<file path="src/rtl/ib_lut_page_loader_pkg.sv">
// Shared definitions for the IB LUT page loader: FSM state encoding and page-count constants.
package ib_lut_page_loader_pkg;

  typedef enum logic [1:0] {
    ST_IDLE  = 2'd0,
    ST_LOAD  = 2'd1,
    ST_FLUSH = 2'd2
  } loader_state_t;

  localparam int DEF_ENTRY_ADDR    = 6;
  localparam int DEF_LUT_PORT_SIZE = 3;
  localparam int DEF_BANK_NUM      = 2;

  // One frame holds half the page-address space; the address MSB selects the frame.
  function automatic int pages_per_frame(input int entry_addr);
    return 1 << (entry_addr - 1);
  endfunction

  localparam int DEF_PAGE_NUM = pages_per_frame(DEF_ENTRY_ADDR);

endpackage

</file>
<file path="src/rtl/ib_lut_page_loader.sv">
// Streams one frame of LUT words into the IB-CNU RAMs, one page per accepted beat.
// Optional sticky protocol-error flag load_err is built when IB_LOADER_ERR_EN is defined.
module ib_lut_page_loader
  import ib_lut_page_loader_pkg::*;
#(
  parameter int ENTRY_ADDR    = DEF_ENTRY_ADDR,
  parameter int LUT_PORT_SIZE = DEF_LUT_PORT_SIZE,
  parameter int BANK_NUM      = DEF_BANK_NUM,
  parameter int PAGE_NUM      = DEF_PAGE_NUM
) (
  input  logic                              write_clk,
  input  logic                              rstn,
  input  logic                              load_start,
  input  logic                              load_frame,
  input  logic                              load_abort,
  input  logic [LUT_PORT_SIZE*BANK_NUM-1:0] src_data,
  input  logic                              src_valid,
  output logic                              src_ready,
  output logic [ENTRY_ADDR-1:0]             page_addr_ram,
  output logic [LUT_PORT_SIZE*BANK_NUM-1:0] ram_write_data,
  output logic                              ib_ram_we,
  output logic [1:0]                        dbg_state,
  output logic                              busy,
  output logic                              load_done
`ifdef IB_LOADER_ERR_EN
  ,
  output logic                              load_err
`endif
);

  localparam int CNT_W = ENTRY_ADDR - 1;
  localparam logic [CNT_W-1:0] LAST_PAGE = CNT_W'(PAGE_NUM - 1);

  // Handshake: a beat transfers in any cycle where src_valid && src_ready.
  // src_ready is high only in LOAD, and an abort in the same cycle withdraws it.

  loader_state_t    state;
  logic [CNT_W-1:0] page_cnt;
  logic             frame;
  logic             accept;

  assign src_ready = (state == ST_LOAD) && !load_abort;
  assign accept    = src_ready && src_valid;
  assign busy      = (state == ST_LOAD);
  // FLUSH is exactly the cycle in which the final page write is on the RAM port.
  assign load_done = (state == ST_FLUSH);
  assign dbg_state = state;

  always_ff @(posedge write_clk or negedge rstn) begin
    if (!rstn) begin
      state          <= ST_IDLE;
      page_cnt       <= '0;
      frame          <= 1'b0;
      page_addr_ram  <= '0;
      ram_write_data <= '0;
      ib_ram_we      <= 1'b0;
    end else begin
      ib_ram_we <= 1'b0;
      case (state)
        ST_IDLE: begin
          if (load_start) begin
            state    <= ST_LOAD;
            frame    <= load_frame;
            page_cnt <= '0;
          end
        end
        ST_LOAD: begin
          if (load_abort) begin
            state <= ST_IDLE;
          end else if (accept) begin
            ib_ram_we      <= 1'b1;
            page_addr_ram  <= {frame, page_cnt};
            ram_write_data <= src_data;
            if (page_cnt == LAST_PAGE) begin
              page_cnt <= '0;
              state    <= ST_FLUSH;
            end else begin
              page_cnt <= page_cnt + 1'b1;
            end
          end
        end
        ST_FLUSH: state <= ST_IDLE;
        default:  state <= ST_IDLE;
      endcase
    end
  end

`ifdef IB_LOADER_ERR_EN
  always_ff @(posedge write_clk or negedge rstn) begin
    if (!rstn) begin
      load_err <= 1'b0;
    end else if ((load_start && state != ST_IDLE) || (src_valid && state == ST_IDLE)) begin
      load_err <= 1'b1;
    end
  end
`endif

endmodule

</file>
<file path="config.mk">
export PLATFORM = sky130hd
export DESIGN_NAME = ib_lut_page_loader
export DESIGN_NICKNAME = d
export VERILOG_FILES = /design/src/rtl/ib_lut_page_loader_pkg.sv /design/src/rtl/ib_lut_page_loader.sv
export SDC_FILE = /design/constraint.sdc
export NUM_CORES = 1
export LEC_CHECK = 0
export BUFFER_PORTS_ARGS = -buffer_cell sky130_fd_sc_hd__buf_4
export CAP_MARGIN = 20
export CORE_MARGIN = 2
export CORE_UTILIZATION = 52
export DETAILED_ROUTE_END_ITERATION = 6
export GPL_TIMING_DRIVEN = 0
export HOLD_SLACK_MARGIN = 0.08
export PLACE_DENSITY = 0.85
export SLEW_MARGIN = 30
export SYNTH_ARGS = -nofsm -noshare
export SYNTH_HDL_FRONTEND = slang
export SYNTH_SLANG_ARGS = --single-unit
</file>
<file path="constraint.sdc">
create_clock -name write_clk -period 3.9 [get_ports write_clk]
set_input_delay 0.39 -clock write_clk [delete_from_list [all_inputs] [get_ports write_clk]]
set_output_delay 0.39 -clock write_clk [all_outputs]
set_load 0.1 [all_outputs]
</file>
* Word-level counts from Yosys, hierarchy flattened
Index checks and enable logic that the tools add are counted.
** Word-level totals
- Word-level logic and storage cells :: 38
- Output and inout port bits :: 18
- Register bits :: 21
- Input bits :: 12
** Cells by class
- Add/subtract/negate cells :: 1
- Bitwise gates (word level) :: 1
- Reductions and logical operators :: 9
- Equal/unequal tests :: 8
- Mux-type cells :: 13
** Operators by type and width (count)
- $mux W5 :: 4
- $pmux W5 S2 :: 1
- $mux W2 :: 4
- $ne A3 B2 Y1 const B :: 2
- $reduce_and A3 Y1 :: 2
- $add A5 B1 Y5 const B :: 1
- $eq A5 B5 Y1 const B :: 1
- $ne A2 B2 Y1 const B :: 2
- $pmux W2 S2 :: 1
- $reduce_and A4 Y1 :: 1
- $mux W1 :: 3
- $eq A2 B1 Y1 const B :: 1
- $eq A2 B2 Y1 const B :: 1
- $logic_and A1 B1 Y1 :: 2
- $logic_not A2 Y1 :: 1
- $ne A2 B1 Y1 const B :: 1
- $reduce_and A2 Y1 :: 1
- $reduce_bool A2 Y1 :: 1
- $logic_not A1 Y1 :: 1
- $not A1 Y1 :: 1

* Depth between registers and ports, before layout
Gate-level depths: netlist (run 1).
- Word-level depth :: 6
- Depth in mapped cells :: 6
- Mapped depth without buffers :: 6

* Worst setup path after synthesis (run 1)
No wires, ideal clock.
- Kind :: reg2out
- From :: register state[0] (netlist: dbg_state[0])
- To :: output src_ready
- Setup slack :: 223 ps
- Arrival :: 3287 ps
- Path buffers :: 0
- Required time :: 3510 ps
- Cell stages (with the launch flop) :: 3
- Cells stage by stage :: dfrtp_1 -> and2b_1 -> nor2b_1
** Between the ends
- Longest elaborated chain between the ends :: 2
** Ends and longest elaborated chain
- from (decl) :: line ib_lut_page_loader.sv:37 : loader_state_t state;
- from (signal assigned) :: line ib_lut_page_loader.sv:51 : state <= ST_IDLE;
- from (signal assigned) :: line ib_lut_page_loader.sv:62 : state <= ST_LOAD;
- from (signal assigned) :: line ib_lut_page_loader.sv:69 : state <= ST_IDLE;
- $eq A2 B1 Y1
- named net busy :: line ib_lut_page_loader.sv:23 : output logic busy,
- $logic_and A1 B1 Y1 :: line ib_lut_page_loader.sv:42 : assign src_ready = (state == ST_LOAD) && !load_abort;
- to (decl) :: line ib_lut_page_loader.sv:18 : output logic src_ready,
The timed path passes the listed nets, and every way through them passes these cells.

* Worst setup path in the final report (run 1)
- From :: register state[1] (netlist: dbg_state[1])
- To :: output src_ready
** Between the ends
- Longest elaborated chain between the ends :: 2
** Ends and longest elaborated chain (line)
- $eq A2 B1 Y1 :: ib_lut_page_loader.sv:42
- $logic_and A1 B1 Y1 :: ib_lut_page_loader.sv:42
No other way between the ends.

==> results of run 1 <==
-- cells by family after synthesis --
| family | after synthesis |
|---|---|
| AOI/OAI and AO/OA | 4 |
| adders and majority gates | 2 |
| buffers and inverters | 7 |
| DFF | 21 |
| muxes | 16 |
| and+or+nand+nor | 20 |
-- through the flow --
step           hold slack [ps]  instances
6_report                   322        121
5_1_grt                    307        121
4_1_cts                    313        121
3_5_place_dp               287        116
3_3_place_gp               284        116
2_1_floorplan             94.4         70
-- synthesized netlist by cell type (all sizes together), types with 2 or more instances --
cell type	n	area, µm²
nand3	2	10.0
nand3b	3	22.5
mux2	13	146
nor2b	2	12.5
nand2	4	15.0
a21oi	2	10.0
dfrtp	21	526
buf	2	22.5
inv	5	18.8
ha	2	25.0
o211ai	2	15.0
mux2i	3	30.0
-- sequential cells by signal, summed over array words and instances, names as in the netlist --
signal and count:
page_cnt 5, page_addr_ram 6, frame 1, ib_ram_we 1
ram_write_data 6, dbg_state 2
-- per-layer routing --
metal,routed length [µm],vias to the layer above,GRT usage [%],share of wire (%)
li1,-,313,-,-
met1,746,312,23.7,43
met2,854,31,28.9,49
met3,113,4,2.38,6.5
met4,17,0,8.57,0.98
met5,0,-,0,0
-- layout by cell type (no fill, tap or decap), types with 2 or more instances in the layout --
cell type and n:
a21oi_1 2, buf_4 29, buf_6 2, clkbuf_4 3, dfrtp_1 21, ha_1 2
inv_1 5, mux2_2 13, mux2i_1 3, nand2_1 4, nand3_1 2, nand3b_1 3
nor2b_1 2, o211ai_1 2
-- power by group --
part	leakage (nW)	internal (W)	switching (W)	total, W
registers	0.266	0.000280	0.0000434	0.000323
clock network	0.0177	0.0000382	0.0000625	0.000101
logic	0.307	0.000125	0.000416	0.000541
total	0.590	0.000443	0.000522	0.000965
-- layout make-up --
type,instances,area (µm²)
flip-flops and latches,21,526
fillers,129,494
multi-input cells,42,352
repair buffers,30,228
clock buffers,3,22.5
plain buffers,2,22.5
well taps,17,21.3
inverters,5,18.8
clock inverters,1,5.00
-- worst min path at each step --
| stage | end | slack (ps) |
|---|---|---|
| floorplan | dbg_state[0]$_DFFE_PN0P_ | 90 |
| global placement | page_cnt[4]$_DFFE_PN0P_ | 280 |
| detailed placement | ram_write_data[5]$_DFFE_PN0P_ | 290 |
| CTS | ram_write_data[2]$_DFFE_PN0P_ | 310 |
| global route | ram_write_data[2]$_DFFE_PN0P_ | 310 |
| finish | ram_write_data[3]$_DFFE_PN0P_ | 320 |
==> flow_summary_export.csv, run 1 <==
group,metric,value,unit
run_status,status,"finished clean",
cts,clockRootBuffer,"clkbuf_4",
cts,post_cts_buffers,0,
setup_path,cp-end-kind,"output port",
setup_path,crit_start,"dbg_state[1]$_DFFE_PN0P_",
setup_path,crit_family,"flip-flops",
cts,cts_buffers,3,
sta,tightest_slew,489,ps
synth,synth_edf_count,0,
detailed_routing,drt_iter0_drc,14,
layout,nets,119,
floorplan,die_area,0.00212,mm²
sta,fin_crit_sh,49.3,%
floorplan,fp.dieH,46.0,µm
setup_path,reg2reg_depth,6,
setup_path,cp.required,3510,ps
synth,synth_compound_area_share,2.72,%
layout,syn2layout_area_growth,30.1,%
placed_design,dp_worst_setup_slack,2260,ps
layout,finalInstanceArea,0.00119,mm²
cts,hold_buffers,1,
power_and_ir_drop,p_leak,0.590,nW
placed_design,placed_area,0.00116,mm²
floorplan,initial_core_util,54.4,%
sta,slew_viol_final,0,
global_routing,grt_pass1_vias,637,
sta,period_needed,1920,ps
synth,postSynthCellCount,70,
setup_path,worstReg2RegStart,"page_cnt[0]$_DFFE_PN0P_",
synth,synth_area_per_cell,13.1,µm²
global_routing,grt_pass1_wl,2660,µm
synth,ys_seq_area_share,57.2,%
global_routing,antenna_found_initial,0,
detailed_routing,via_per_inst,5.45,
synth,yosys.area_share.simple,13.6,%
setup_path,critPathCapture,"src_ready",
power_and_ir_drop,ir_drop,671,µV
setup_path,path_depth,3,
min_path,min-delay-start,"src_data[3]",
synth,synthArstFlopShare,100,%
floorplan,boundaryPins,30,
synth,synth_ff_type,"dfrtp_1",
placed_design,gp_congestion,0.721,
sta,finalSetupTns,0,ps
min_path,min-delay-path-class,"in -> reg",
global_routing,grt.overflow.total,0,
detailed_routing,wl_per_cell,14.3,µm
sta,rsz0062_at_grt,"false",
detailed_routing,dr.pass1.iters,4,
sta,slew_headroom,67.4,%
sta,fin_skew,6.07,ps
placed_design,dp_hpwl,1340,µm
synth,yosys.area_share.adder,2.72,%
floorplan,die_w,46.0,µm
cts,ctsResizeCount,0,
cts,cts_max_level,1,
global_routing,grt_usage,17.9,%
power_and_ir_drop,p_total,0.000965,W
cts,clock-sinks,21,
synth,synth.distinct_cells,21,
cts,clock_path_buffers,2,
sta,max_freq,0.520,GHz
setup_path,r2r_slack,2190,ps
setup_path,cp.arrival,1530,ps
global_routing,grt_max_degree,22,
detailed_routing,vias,660,
flow_run,maxCapViolations,0,
synth,synth-seq-cells,21,
setup_path,path_max_fanout,8,
cts,clk_latency,300,ps
cts,clk_pin_slew_worst_paths,110,ps
synth,synthXorXnorAreaFrac,0,%
synth,yosysWarnings,0,
sta,setup_violations,0,
setup_path,critPathSlowestCell,"dfrtp_1",
synth,synth_top_family_by_area,"multiplexers",
setup_path,crit_path_start_kind,"flop",
setup_path,cp.buffers_inverters,1,
detailed_routing,final_antenna_net_count,0,
layout,diodes,0,
setup_path,cp_slowest_stage_delay,470,ps
detailed_routing,drc,0,
layout,fin_util,70.7,%
detailed_routing,wl,1730,µm
synth,netlist_area,918,µm²
cts,cts_tree,"built",
floorplan,core_area,0.00169,mm²
min_path,min_path_cells,2,
synth,synthesis.nets,84,
floorplan,rows,15,
sta,fin_ws,1980,ps
setup_path,crit_type,"reg -> out",
power_and_ir_drop,cellPowerDensity,808,mW/mm²
sta,hold_violations,0,
setup_path,worstPathCellList,"and2b_1 -> nor2b_1 -> buf_4",
synth,synthMuxAreaShare,19.2,%
layout,drive_gt1_share,46.2,%
setup_path,r2r_end,"page_cnt[2]$_DFFE_PN0P_",
placed_design,numPortBuffers,29,
(Power assumes the default switching activity.)
==> run 2, diff against run 1 <==
Settings changed: CORE_UTILIZATION 52 to 48, PLACE_DENSITY 0.85 to 0.79.
Clock period 3.9 ns to 1.94 ns, I/O delays scaled along.
==> flow_summary_export.csv, run 2 (synthesis results as in run 1) <==
group,metric,value,unit
cts,clock_path_buffers,2,
run_status,status,"finished clean",
setup_path,critPathSlowestCell,"dfrtp_4",
sta,whs,119,ps
sta,setup_violations,0,
sta,fin_skew,5.63,ps
placed_design,dp_hpwl,1250,µm
layout,top_regs,"page_addr_ram (6), ram_write_data (6), page_cnt (5)",
global_routing,grt_usage,16.1,%
global_routing,grt_pass1_vias,616,
global_routing,grt_max_degree,22,
power_and_ir_drop,netSwitchingFraction,53.6,%
setup_path,cp_slowest_stage_delay,520,ps
detailed_routing,vias,652,
placed_design,numPortBuffers,29,
power_and_ir_drop,cellPowerDensity,1590,mW/mm²
floorplan,core_area,0.00176,mm²
sta,hold_violations,0,
sta,slew_viol_final,0,
floorplan,boundaryPins,30,
layout,instances_no_fill,129,
layout,finalInstanceArea,0.00122,mm²
power_and_ir_drop,p_switching,0.00104,W
cts,clockRootBuffer,"clkbuf_4",
detailed_routing,drc,0,
layout,syn2layout_area_growth,33.2,%
sta,max_freq,0.583,GHz
cts,clk_pin_slew_worst_paths,110,ps
power_and_ir_drop,p_total,0.00194,W
sta,rsz0062_at_grt,"false",
setup_path,cp.arrival,1520,ps
global_routing,antenna_found_initial,0,
layout,drive_gt1_share,50.0,%
sta,fin_crit_sh,88.4,%
sta,tightest_slew,493,ps
placed_design,place_inst,124,
cts,cts_tree,"built",
detailed_routing,wl_per_cell,12.9,µm
cts,clk_latency,300,ps
detailed_routing,final_antenna_net_count,0,
cts,ctsResizeCount,0,
global_routing,grt.overflow.total,0,
layout,diodes,0,
floorplan,fp.dieH,47.7,µm
power_and_ir_drop,p_seq_share,33.4,%
detailed_routing,drt_iter0_drc,6,
detailed_routing,wl,1670,µm
power_and_ir_drop,p_leak,0.589,nW
cts,cts_max_level,1,
floorplan,die_w,47.7,µm
power_and_ir_drop,p_int,0.000902,W
setup_path,crit_path_start_kind,"flop",
cts,clock-sinks,21,
sta,slew_headroom,67.2,%
power_and_ir_drop,clockPowerShare,10.5,%
global_routing,grt_pass1_wl,2530,µm
detailed_routing,via_per_inst,5.05,
power_and_ir_drop,power_frac_comb,56.1,%
floorplan,rows,15,
setup_path,path_max_fanout,8,
setup_path,cp-end-kind,"output port",
sta,period_needed,1710,ps
floorplan,initial_core_util,52.1,%
setup_path,cp.required,1750,ps
layout,nets,119,
power_and_ir_drop,ir_drop,1030,µV
flow_run,maxCapViolations,0,
layout,layout.cells.most_common_list,"buf_4 (29), dfrtp_1 (19), mux2_2 (13), inv_1 (5), nand2_1 (4)",
cts,cts_buffers,3,
placed_design,placed_area,0.00119,mm²
min_path,min-delay-path-class,"in -> reg",
detailed_routing,dr.pass1.iters,4,
layout,final_common_cell,"buf_4",
placed_design,gp_congestion,0.775,
setup_path,crit_type,"reg -> out",
setup_path,worstPathCellList,"and2b_4 -> nor2b_4 -> buf_4",
floorplan,die_area,0.00228,mm²
==> run 2: cell types whose count changed in the layout (fill, tap and decap cells not counted), sizes merged <==
cell | previous run | this run
clkbuf | 3 | 4
clkinv | 1 | 0
==> run 2: final cells by class <==
cell class	instances	area (µm²)
Buffer	2	22.5
Sequential cell	21	533
Timing Repair Buffer	30	228
Inverter	5	18.8
Multi-Input combinational cell	42	364
Clock buffer	4	26.3
Fill cell	152	541
Tap cell	25	31.3
==> run 2: worst paths after layout <==
check	startpoint	end	slack, ps	cells past startpoint
worst max-delay path	dbg_state[1]$_DFFE_PN0P_	src_ready	230	3
worst min-delay path	src_data[5]	ram_write_data[5]$_DFFE_PN0P_	120	2
worst max register to register	page_cnt[0]$_DFFE_PN0P_	page_cnt[2]$_DFFE_PN0P_	230	6
worst min register to register	page_addr_ram[5]$_DFFE_PN0P_	page_addr_ram[5]$_DFFE_PN0P_	520	1
max in group asynchronous	rstn	dbg_state[1]$_DFFE_PN0P_	1380	2
min in group asynchronous	rstn	page_addr_ram[5]$_DFFE_PN0P_	310	2
==> run 2: power by group through the flow <==
stage / logic [W] / registers (W) / clock network (W)
floorplan: 0.000217 / 0.00130 / 0
global placement: 0.00108 / 0.000653 / 0
detailed placement: 0.00109 / 0.000660 / 0
CTS: 0.00109 / 0.000649 / 0.000212
global route: 0.00113 / 0.000667 / 0.000230
finish: 0.00109 / 0.000649 / 0.000204
==> run 2: critical path: cells and delay by family, from the launching register on <==
kind / cells / cell delay (ps)
buf+inv: 1 / 280
flops: 1 / 520
simple gates: 2 / 420
==> run 2: per-stage QoR <==
step                      setup slack [ps]  utilization (%)  TNS (ps)
after floorplan                      -10.1                -     -10.1
after global placement                 319             67.3         0
after detailed placement               243             67.3         0
after CTS                              200             69.4         0
after global routing                  97.2             69.4         0
final                                  226             69.4         0
==> run 2: what timing repair did <==
action                    in CTS  in global routing
setup buffers                  0                  0
hold endpoints to repair      21                  0
hold buffers                   1                  0
==> run 2: routing by layer <==
metal,up-vias,global-route usage [%],part of all wire (%)
met3,2,3.40,5.3
li1,309,-,-
met1,316,19.0,43
met5,-,0,0
met4,0,6.49,0.48
met2,25,28.5,51
==> run 3, diff against run 2 <==
Settings changed: CORE_MARGIN 2 to default.
==> flow_summary_export.csv, run 3 (synthesis results as in run 1) <==
group,metric,value,unit
floorplan,core_area,0.00176,mm²
floorplan,die_area,0.00209,mm²
detailed_routing,final_antenna_net_count,0,
layout,syn2layout_area_growth,33.4,%
layout,nets,119,
detailed_routing,drt_iter0_drc,2,
layout,diodes,0,
cts,post_cts_buffers,0,
power_and_ir_drop,p_int,0.000898,W
global_routing,antenna_found_initial,0,
layout,multi_input_area,364,µm²
cts,clk_pin_slew_worst_paths,120,ps
cts,hold_buffers,1,
setup_path,crit_type,"reg -> out",
layout,fin_util,69.4,%
floorplan,boundaryPins,30,
cts,ctsResizeCount,0,
cts,cts_buffers,3,
floorplan,die_w,45.7,µm
detailed_routing,wl,1780,µm
placed_design,placed_area,0.00119,mm²
power_and_ir_drop,cellPowerDensity,1600,mW/mm²
power_and_ir_drop,power_frac_comb,55.9,%
power_and_ir_drop,p_leak,0.592,nW
detailed_routing,wl_per_cell,13.8,µm
layout,finalInstanceArea,0.00122,mm²
min_path,min-delay-path-class,"in -> reg",
layout,top_regs,"page_addr_ram (6), ram_write_data (6), page_cnt (5)",
cts,clock_path_buffers,2,
sta,fin_crit_sh,88.8,%
floorplan,initial_core_util,52.1,%
layout,layout.cells.most_common_list,"buf_4 (29), dfrtp_1 (19), mux2_2 (13), inv_1 (5), nand2_1 (4)",
setup_path,cp.required,1750,ps
setup_path,path_max_fanout,8,
sta,setup_violations,0,
detailed_routing,drc,0,
sta,period_needed,1720,ps
setup_path,cp-end-kind,"output port",
cts,clk_latency,300,ps
sta,tightest_slew,498,ps
sta,slew_headroom,66.8,%
global_routing,grt_usage,19.4,%
detailed_routing,dr.pass1.iters,5,
sta,rsz0062_at_grt,"false",
run_status,status,"finished clean",
global_routing,grt_pass1_wl,2860,µm
power_and_ir_drop,p_switching,0.00106,W
layout,drive_gt1_share,51.0,%
flow_run,maxCapViolations,0,
sta,slew_viol_final,0,
cts,clock-sinks,21,
global_routing,grt_pass1_vias,666,
placed_design,gp_congestion,0.757,
floorplan,rows,15,
floorplan,fp.dieH,45.7,µm
placed_design,numPortBuffers,29,
cts,cts_max_level,1,
sta,max_freq,0.580,GHz
power_and_ir_drop,clockPowerShare,10.7,%
global_routing,grt_max_degree,22,
sta,fin_skew,7.26,ps
power_and_ir_drop,p_seq_share,33.5,%
cts,cts_tree,"built",
detailed_routing,via_per_inst,4.98,
placed_design,dp_hpwl,1250,µm
setup_path,crit_path_start_kind,"flop",
setup_path,cp.arrival,1530,ps
layout,n_fill_cell,136,
power_and_ir_drop,netSwitchingFraction,54.0,%
cts,clockRootBuffer,"clkbuf_4",
power_and_ir_drop,ir_drop,1010,µV
sta,hold_violations,0,
layout,ff_latch_area,533,µm²
global_routing,grt.overflow.total,0,
detailed_routing,vias,642,
layout,final_common_cell,"buf_4",
[run 3: cell count changes in the layout (fill, tap and decap cells not counted)]
cell / previous run / this run
clkbuf_1: 1 / 0
clkinv_2: 0 / 1
[run 3: metal layers]
metal | routed length (µm) | track usage (%)
met2 | 910 | 34.3
met4 | 22 | 5.29
met3 | 106 | 3.97
met1 | 738 | 23.8
met5 | 0 | 0
[run 3: final timing paths]
check / slack, ps / cells after the start / end / from
setup reg to reg: 280 / 6 / page_cnt[2]$_DFFE_PN0P_ / page_cnt[0]$_DFFE_PN0P_
hold reg to reg: 520 / 1 / page_addr_ram[4]$_DFFE_PN0P_ / page_addr_ram[4]$_DFFE_PN0P_
hold / removal: 110 / 2 / ram_write_data[0]$_DFFE_PN0P_ / src_data[0]
min in group asynchronous: 310 / 2 / frame$_DFFE_PN0P_ / rstn
max in group asynchronous: 1380 / 2 / dbg_state[0]$_DFFE_PN0P_ / rstn
setup / recovery: 220 / 3 / src_ready / dbg_state[1]$_DFFE_PN0P_
[run 3: layout make-up]
| type | instances | share of cell area (%) |
|---|---|---|
| plain buffers | 2 | 1.84 |
| clock buffers | 3 | 1.84 |
| clock inverters | 1 | 0.409 |
| inverters | 5 | 1.53 |
| multi-input cells | 42 | 29.7 |
| flip-flops and latches | 21 | 43.5 |
| well taps | 25 | 2.55 |
| repair buffers | 30 | 18.6 |
[run 3: critical path, stage by stage, from the launching register on]
cell     delay [ps]
dfrtp_4         530
and2b_4         290
nor2b_4         130
buf_4           290
[run 3: through the flow]
stage | power [W] | cells | TNS, ps | hold WS, ps | setup WS, ps
after CTS | 0.00197 | 129 | 0 | 104 | 198
final | 0.00195 | 129 | 0 | 113 | 216
after floorplan | 0.00152 | 70 | -10.1 | -102 | -10.1
after global routing | 0.00204 | 129 | 0 | 93.4 | 135
after global placement | 0.00173 | 124 | 0 | 89.7 | 315
after detailed placement | 0.00175 | 124 | 0 | 92.4 | 305
[run 3: power by group through the flow]
stage / clock [W] / combinational (W) / sequential (W)
6_report: 0.000209 / 0.00109 / 0.000654
5_1_grt: 0.000238 / 0.00113 / 0.000671
4_1_cts: 0.000218 / 0.00110 / 0.000653
3_5_place_dp: 0 / 0.00109 / 0.000661
3_3_place_gp: 0 / 0.00108 / 0.000654
2_1_floorplan: 0 / 0.000217 / 0.00130
